### src/rtl/fetch_unit_if.sv
// rtl/fetch_unit_if.sv - memory bus, decoder and control handshake bundle for fetch_unit
interface fetch_unit_if;
  logic [15:0] mem_addr;
  logic        mem_rd;
  logic        mem_ack;
  logic [7:0]  mem_rdata;
  logic        op_valid;
  logic [7:0]  opcode;
  logic        op_ready;
  logic        imm_req;
  logic        imm_valid;
  logic [7:0]  imm_data;
  logic        jump;
  logic [15:0] jump_addr;
  logic [15:0] pc;

  // fetch_unit side: drives the bus request and the decoder/control results
  modport master (
    output mem_addr, mem_rd, op_valid, opcode, imm_valid, imm_data, pc,
    input  mem_ack, mem_rdata, op_ready, imm_req, jump, jump_addr
  );

  // memory and control side
  modport slave (
    input  mem_addr, mem_rd, op_valid, opcode, imm_valid, imm_data, pc,
    output mem_ack, mem_rdata, op_ready, imm_req, jump, jump_addr
  );
endinterface

### src/rtl/fetch_unit.sv
// rtl/fetch_unit.sv - SM83 instruction byte fetcher owning the program counter
module fetch_unit #(
  parameter logic [15:0] RESET_PC = 16'h0000
) (
  input logic          clk,
  input logic          rst_n,
  fetch_unit_if.master bus
);

  typedef enum logic [2:0] {
    BOOT  = 3'd0,
    FETCH = 3'd1,
    OPC   = 3'd2,
    IMM   = 3'd3,
    IMMV  = 3'd4
  } state_t;

  state_t      state;
  logic [15:0] pc_q;
  logic [7:0]  opcode_q;
  logic [7:0]  imm_q;

  // Sequencer: byte captures advance the PC on the same edge; OPC resolves jump > imm_req > op_ready
  always_ff @(posedge clk) begin
    if (!rst_n) begin
      state    <= BOOT;
      pc_q     <= RESET_PC;
      opcode_q <= 8'h00;
      imm_q    <= 8'h00;
    end else begin
      case (state)
        BOOT: state <= FETCH;
        FETCH: begin
          if (bus.mem_ack) begin
            opcode_q <= bus.mem_rdata;
            pc_q     <= pc_q + 16'd1;
            state    <= OPC;
          end
        end
        OPC: begin
          if (bus.jump) begin
            pc_q  <= bus.jump_addr;
            state <= FETCH;
          end else if (bus.imm_req) begin
            state <= IMM;
          end else if (bus.op_ready) begin
            state <= FETCH;
          end
        end
        IMM: begin
          if (bus.mem_ack) begin
            imm_q <= bus.mem_rdata;
            pc_q  <= pc_q + 16'd1;
            state <= IMMV;
          end
        end
        IMMV: state <= OPC;
        default: state <= BOOT;
      endcase
    end
  end

  // Handshake outputs are pure decodes of the state register, so they never glitch on inputs
  assign bus.mem_addr  = pc_q;
  assign bus.pc        = pc_q;
  assign bus.mem_rd    = (state == FETCH) || (state == IMM);
  assign bus.op_valid  = (state == OPC) || (state == IMM) || (state == IMMV);
  assign bus.imm_valid = (state == IMMV);
  assign bus.opcode    = opcode_q;
  assign bus.imm_data  = imm_q;

endmodule

### src/flat_wrapper.sv
// flat-port wrapper written by rule: the top's interface ports become plain ports
module fetch_unit_flat 
#(
  parameter logic [15:0] RESET_PC = 16'h0000
)
  (clk, rst_n, bus_mem_addr, bus_mem_rd, bus_op_valid, bus_opcode, bus_imm_valid, bus_imm_data, bus_pc, bus_mem_ack, bus_mem_rdata, bus_op_ready, bus_imm_req, bus_jump, bus_jump_addr);
  fetch_unit_if bus_i ();
  input logic clk;
  input logic rst_n;
  output wire logic [$bits(bus_i.mem_addr)-1:0] bus_mem_addr;
  output wire logic [$bits(bus_i.mem_rd)-1:0] bus_mem_rd;
  output wire logic [$bits(bus_i.op_valid)-1:0] bus_op_valid;
  output wire logic [$bits(bus_i.opcode)-1:0] bus_opcode;
  output wire logic [$bits(bus_i.imm_valid)-1:0] bus_imm_valid;
  output wire logic [$bits(bus_i.imm_data)-1:0] bus_imm_data;
  output wire logic [$bits(bus_i.pc)-1:0] bus_pc;
  input wire logic [$bits(bus_i.mem_ack)-1:0] bus_mem_ack;
  input wire logic [$bits(bus_i.mem_rdata)-1:0] bus_mem_rdata;
  input wire logic [$bits(bus_i.op_ready)-1:0] bus_op_ready;
  input wire logic [$bits(bus_i.imm_req)-1:0] bus_imm_req;
  input wire logic [$bits(bus_i.jump)-1:0] bus_jump;
  input wire logic [$bits(bus_i.jump_addr)-1:0] bus_jump_addr;
  assign bus_mem_addr = bus_i.mem_addr;
  assign bus_mem_rd = bus_i.mem_rd;
  assign bus_op_valid = bus_i.op_valid;
  assign bus_opcode = bus_i.opcode;
  assign bus_imm_valid = bus_i.imm_valid;
  assign bus_imm_data = bus_i.imm_data;
  assign bus_pc = bus_i.pc;
  assign bus_i.mem_ack = bus_mem_ack;
  assign bus_i.mem_rdata = bus_mem_rdata;
  assign bus_i.op_ready = bus_op_ready;
  assign bus_i.imm_req = bus_imm_req;
  assign bus_i.jump = bus_jump;
  assign bus_i.jump_addr = bus_jump_addr;
  fetch_unit #(.RESET_PC(RESET_PC)) u_core (.clk(clk), .rst_n(rst_n), .bus(bus_i));
endmodule
### config.mk
export PLATFORM = sky130hd
export DESIGN_NAME = fetch_unit_flat
export DESIGN_NICKNAME = d
export VERILOG_FILES = /design/src/rtl/fetch_unit_if.sv /design/src/rtl/fetch_unit.sv /design/src/flat_wrapper.sv
export SDC_FILE = /design/constraint.sdc
export NUM_CORES = 1
export LEC_CHECK = 0
export BUFFER_PORTS_ARGS = -buffer_cell sky130_fd_sc_hd__clkbuf_2
export CAP_MARGIN = 20
export CORE_AREA = 2 2 73 75
export DETAILED_ROUTE_END_ITERATION = 6
export DIE_AREA = 0 0 75 77
export PLACE_DENSITY = 0.77
export SLEW_MARGIN = 20
export SYNTH_ARGS = -nofsm -noshare
export SYNTH_HDL_FRONTEND = slang
export SYNTH_SLANG_ARGS = --single-unit
### constraint.sdc
create_clock -name clk -period 1.4 [get_ports clk]
set_input_delay 0.14 -clock clk [delete_from_list [all_inputs] [get_ports clk]]
set_output_delay 0.14 -clock clk [all_outputs]
set_load 0.05 [all_outputs]
==> Word-level counts from Yosys, hierarchy flattened <==
Index checks and enable logic that the tools add are counted.
{ "op_classes": {"addsub": 1, "eq_ne": 9, "mux": 9, "reduce_logical": 10} }
{ "ops": {"columns": ["op", "count"], "rows": [
  ["2-to-1 mux 16 bit", 2],
  ["case mux 16 bit (2 select lines)", 1],
  ["adder 16 x 1 -> 16 bit, second input constant", 1],
  ["2-to-1 mux 3 bit", 5],
  ["case mux 3 bit (5 select lines)", 1],
  ["== test 3 x 2 -> 1 bit, second input constant", 2],
  ["!= test 2 bit, second input constant", 3],
  ["AND reduction 3 bit", 2],
  ["!= test 4 bit, second input constant", 1],
  ["AND reduction 2 bit", 2],
  ["== test 3 x 1 -> 1 bit, second input constant", 1],
  ["== test 3 bit, second input constant", 1],
  ["zero test 3 bit", 1],
  ["logical OR 1 bit", 3],
  ["!= test 2 x 1 -> 1 bit, second input constant", 1],
  ["nonzero test 2 bit", 1],
  ["OR reduction 2 bit", 1]
]} }
{ "totals": {"regBits": 35, "inputBits": 30, "out_inout_bits": 51, "word_cells": 33} }

==> Logic depth before layout (Yosys ltp) <==
{ "depth": {"depth_word": 4, "mapped_depth": 7, "depth_no_buf": 5} }

==> Worst setup path before layout <==
OpenSTA, ideal clock, no wires.
{ "synth_path": {"kind": "reg-to-output", "start": "register u_core.state[2]", "end": "output bus_op_valid", "arrival_time_ps": 2108, "required_ps": 1260, "setup_slack_ps": -848, "path_stages_with_launch": 4, "n_path_buf": 0, "path_cell_list": "dfxtp_1 -> inv_1 -> nor3_1 -> a21o_1"} }
{ "synth_via": {"word_cells_on_any_way": 5, "classes_between": "eq/ne: 3; reduce/logical: 2"} }
{ "synth_lines": {"columns": ["element", "line", "rtl"], "rows": [
  ["start, declared", "fetch_unit.sv:18", "state_t state;"],
  ["start signal, assigned", "fetch_unit.sv:26", "state <= BOOT;"],
  ["start signal, assigned", "fetch_unit.sv:32", "BOOT: state <= FETCH;"],
  ["start signal, assigned", "fetch_unit.sv:37", "state <= OPC;"],
  ["== test 3 bit", null, null],
  ["via bus_imm_valid", "flat_wrapper.sv:14", "output wire logic [$bits(bus_i.imm_valid)-1:0] bus_imm_valid;"],
  ["logical OR 1 bit", "fetch_unit.sv:67", "assign bus.op_valid = (state == OPC) || (state == IMM) || (state == IMMV);"],
  ["end, declared", "flat_wrapper.sv:12", "output wire logic [$bits(bus_i.op_valid)-1:0] bus_op_valid;"]
]} }
The timed path passes the listed nets, and every way through them passes these cells.

==> Final worst setup path <==
{ "layout_path": {"start": "register u_core.state[2]", "end": "output bus_op_valid"} }
{ "layout_via": {"elab_chain_len": 3, "word_cells_on_any_way": 5, "classes_between": "eq/ne: 3; reduce/logical: 2"} }
{ "layout_rtl": {"columns": ["element", "line"], "rows": [
  ["== test 3 x 2 -> 1 bit", "fetch_unit.sv:67"],
  ["logical OR 1 bit", "fetch_unit.sv:67"],
  ["logical OR 1 bit (*)", "fetch_unit.sv:67"]
]} }
Mark *: on every way between the ends. The rest lies on a longest branch, timed or not.

==> results.tsv <==
metric	value	unit
top cells by area, synth	dfxtp_1, buf_4, mux2i_1, a21oi_1, nand2_1	
CTS tree	yes	
share of power burned in registers	0.417	
Critical Path RT	1260	ps
Power, Total	2560	uW
internal power	1650	uW
worst clock skew	5.37	ps
maximum VDD drop	547	uV
Worst-path clk slew	80	ps
Util after Layout	0.608	
max_cap viols	0	
n_diodes	0	
syn avg cell area	7.95	um2
Worst setup SP type	register	
std cell rows	26	
die footprint	5780	um2
share of layout cells above drive strength 1	0.533	
final setup fails	4	
pre-CTS setup slack	-25.0	ps
Final Cycle Share	1.05	
fmax	0.681	GHz
area growth from synthesis to layout	55.5	%
# clock sinks	35	
HPWL Detailed	4.50	mm
Post-Syn Nets	276	
area leader, netlist	dfxtp_1	
Slew Limit Fails	0	
switching pwr	915	uW
Max clock buf depth	2	
P per Cell Area	846	nW/um2
Initial Utilization	0.391	
CP endpoint kind	primary output	
final hold vios	0	
Placed Cells	403	
DRC	0	
slowest CP cell	dfxtp_4	
failing checks	setup timing	
setup slack after layout	-67.8	ps
Pleak	0.00134	uW
clk_lat worst skew	290	ps
post-synth design cell area	1950	um2
Logic pwr share	0.280	
routed via count	2269	
I/O Buffers	80	
RSZ-0062 raised after global routing	yes	
worst-margin pin slew	306	ps
clock share of power	0.303	
1st-iter DRT viols	114	
Detail Route Antenna Nets	0	
number of synthesis warnings	0	
CP cell instances	buf_6, inv_4, nor3_4, a21o_2, buf_8	
cts-stage hold buffer count	0	
Die Wd	75	um
number of antenna violations at the first check in global routing	0	
Layout Nets	379	
CP max stage delay	380	ps
first-pass GRT wire length	9.51	mm
gr ovfl total	0	
DR WL/cell	15.2	um
sw frac	0.357	
largest net degree at the start of global routing	23	
vias in the first global route	2074	
crit path DAT	1330	ps
fin crit period	1470	ps
critical path fanouts, max	5	
Yosys cell types	51	
Synth top area share	0.360	
Placer Congestion	0.909	
GRT Total Usage	0.210	
IO Pins	81	
final std cells w/o fill	419	
Die Y	77	um
cts bufs inserted	5	
Clock H-tree levels	2	
most frequent cells in the layout	clkbuf_2, buf_4, nand2_1	
DRT Pass-1 Iters	4	
asr flop ratio synth	0	
Total Neg Setup Slack	-105	ps
Hold Crit Class	primary input to register	
EDFF count, synth	0	
drt total wl	6.37	mm
Cells after Synth	245	
CP Class	register to primary output	
CTS root buffer	clkbuf_8	
outcome	complete, but fails checks	
Worst slew margin	0.793	
most common cell after layout, fill and taps aside	clkbuf_2	
register area share after synthesis	0.360	
most common flop cell mapped by yosys	dfxtp_1	
core footprint	4980	um2
Vias per Instance	5.42	
synthesis-stage register bit count	35	
[worst paths after layout]
| check | from | cells after the start | slack (ps) | end |
|---|---|---|---|---|
| min reg2reg | u_core.bus.imm_data[4]$_SDFFE_PN0P_ | 2 | 460 | u_core.bus.imm_data[4]$_SDFFE_PN0P_ |
| min | bus_mem_rdata[4] | 3 | 70 | u_core.bus.imm_data[4]$_SDFFE_PN0P_ |
| max | u_core.state[2]$_SDFFE_PN0P_ | 5 | -70 | bus_op_valid |
| max reg2reg | u_core.state[0]$_SDFFE_PN0P_ | 5 | -20 | u_core.bus.mem_addr[0]$_SDFFE_PN0P_ |
[worst max-delay path, delay by kind of cell, from the launching register on]
kind,cells,cell delay [ps]
AND/OR/NAND/NOR,1,220
flip-flops,1,380
buffers and inverters,3,300
AO/OA/AOI/OAI,1,140
[stage by stage]
stage	hold slack [ps]	area [um2]
floorplan	240	2090
global placement	379	2690
detailed placement	388	2690
CTS	71.7	2850
global route	75.1	3030
finish	73.6	3030
[flip-flops by register name (all words and copies together), names as in the netlist]
signal               count
u_core.bus.mem_addr     16
u_core.bus.imm_data      8
u_core.bus.opcode        8
u_core.state             3
[per-layer routing]
| layer | wire (um) | up-vias | GRT usage |
|---|---|---|---|
| met2 | 3160 | 107 | 0.341 |
| met5 | 0 | - | 0 |
| met4 | 176 | 0 | 0.0696 |
| met1 | 2560 | 1063 | 0.269 |
| li1 | - | 1074 | - |
| met3 | 475 | 25 | 0.0473 |
[timing repair]
action	CTS	global route
gates resized for setup	13	38
buffers inserted	4	5
endpoints found under the setup margin	16	32
pin swaps	2	11
[synthesized netlist by cell type (5+ instances only)]
master,count
clkbuf_1,6
a21oi_1,20
dfxtp_1,35
nor2_1,20
nand4_1,5
and3_1,7
inv_1,8
o21ai_1,6
nand2_1,26
nor4_1,9
buf_4,19
nor3_1,7
nand3_1,13
mux2i_1,11
[power by group through the flow]
| stage | logic (uW) | clock network (uW) | registers [uW] |
|---|---|---|---|
| after floorplan | 313 | 0 | 1210 |
| after global placement | 638 | 0 | 1080 |
| after detailed placement | 647 | 0 | 1090 |
| after CTS | 667 | 798 | 1060 |
| after global routing | 760 | 841 | 1070 |
| final | 718 | 775 | 1070 |
[area by class of cell]
class | instances | area, um2
Clock buffer | 5 | 68.8
Sequential cell | 35 | 749
Fill cell | 438 | 1950
Multi-Input combinational cell | 170 | 1210
Clock inverter | 3 | 21.3
Timing Repair Buffer | 127 | 838
Inverter | 9 | 48.8
Tap cell | 70 | 87.6
[cells by family (layout without fill, tap and decap cells)]
family,after synthesis,count (layout),synth area share
simple gates,106,106,0.287
compound gates,51,51,0.165
buf+inv,40,144,0.120
flops,35,35,0.360
mux,11,11,0.0566
fa+ha+maj,1,1,0.00643
xor+xnor,1,1,0.00450
Power figures use the tool's default switching activity.
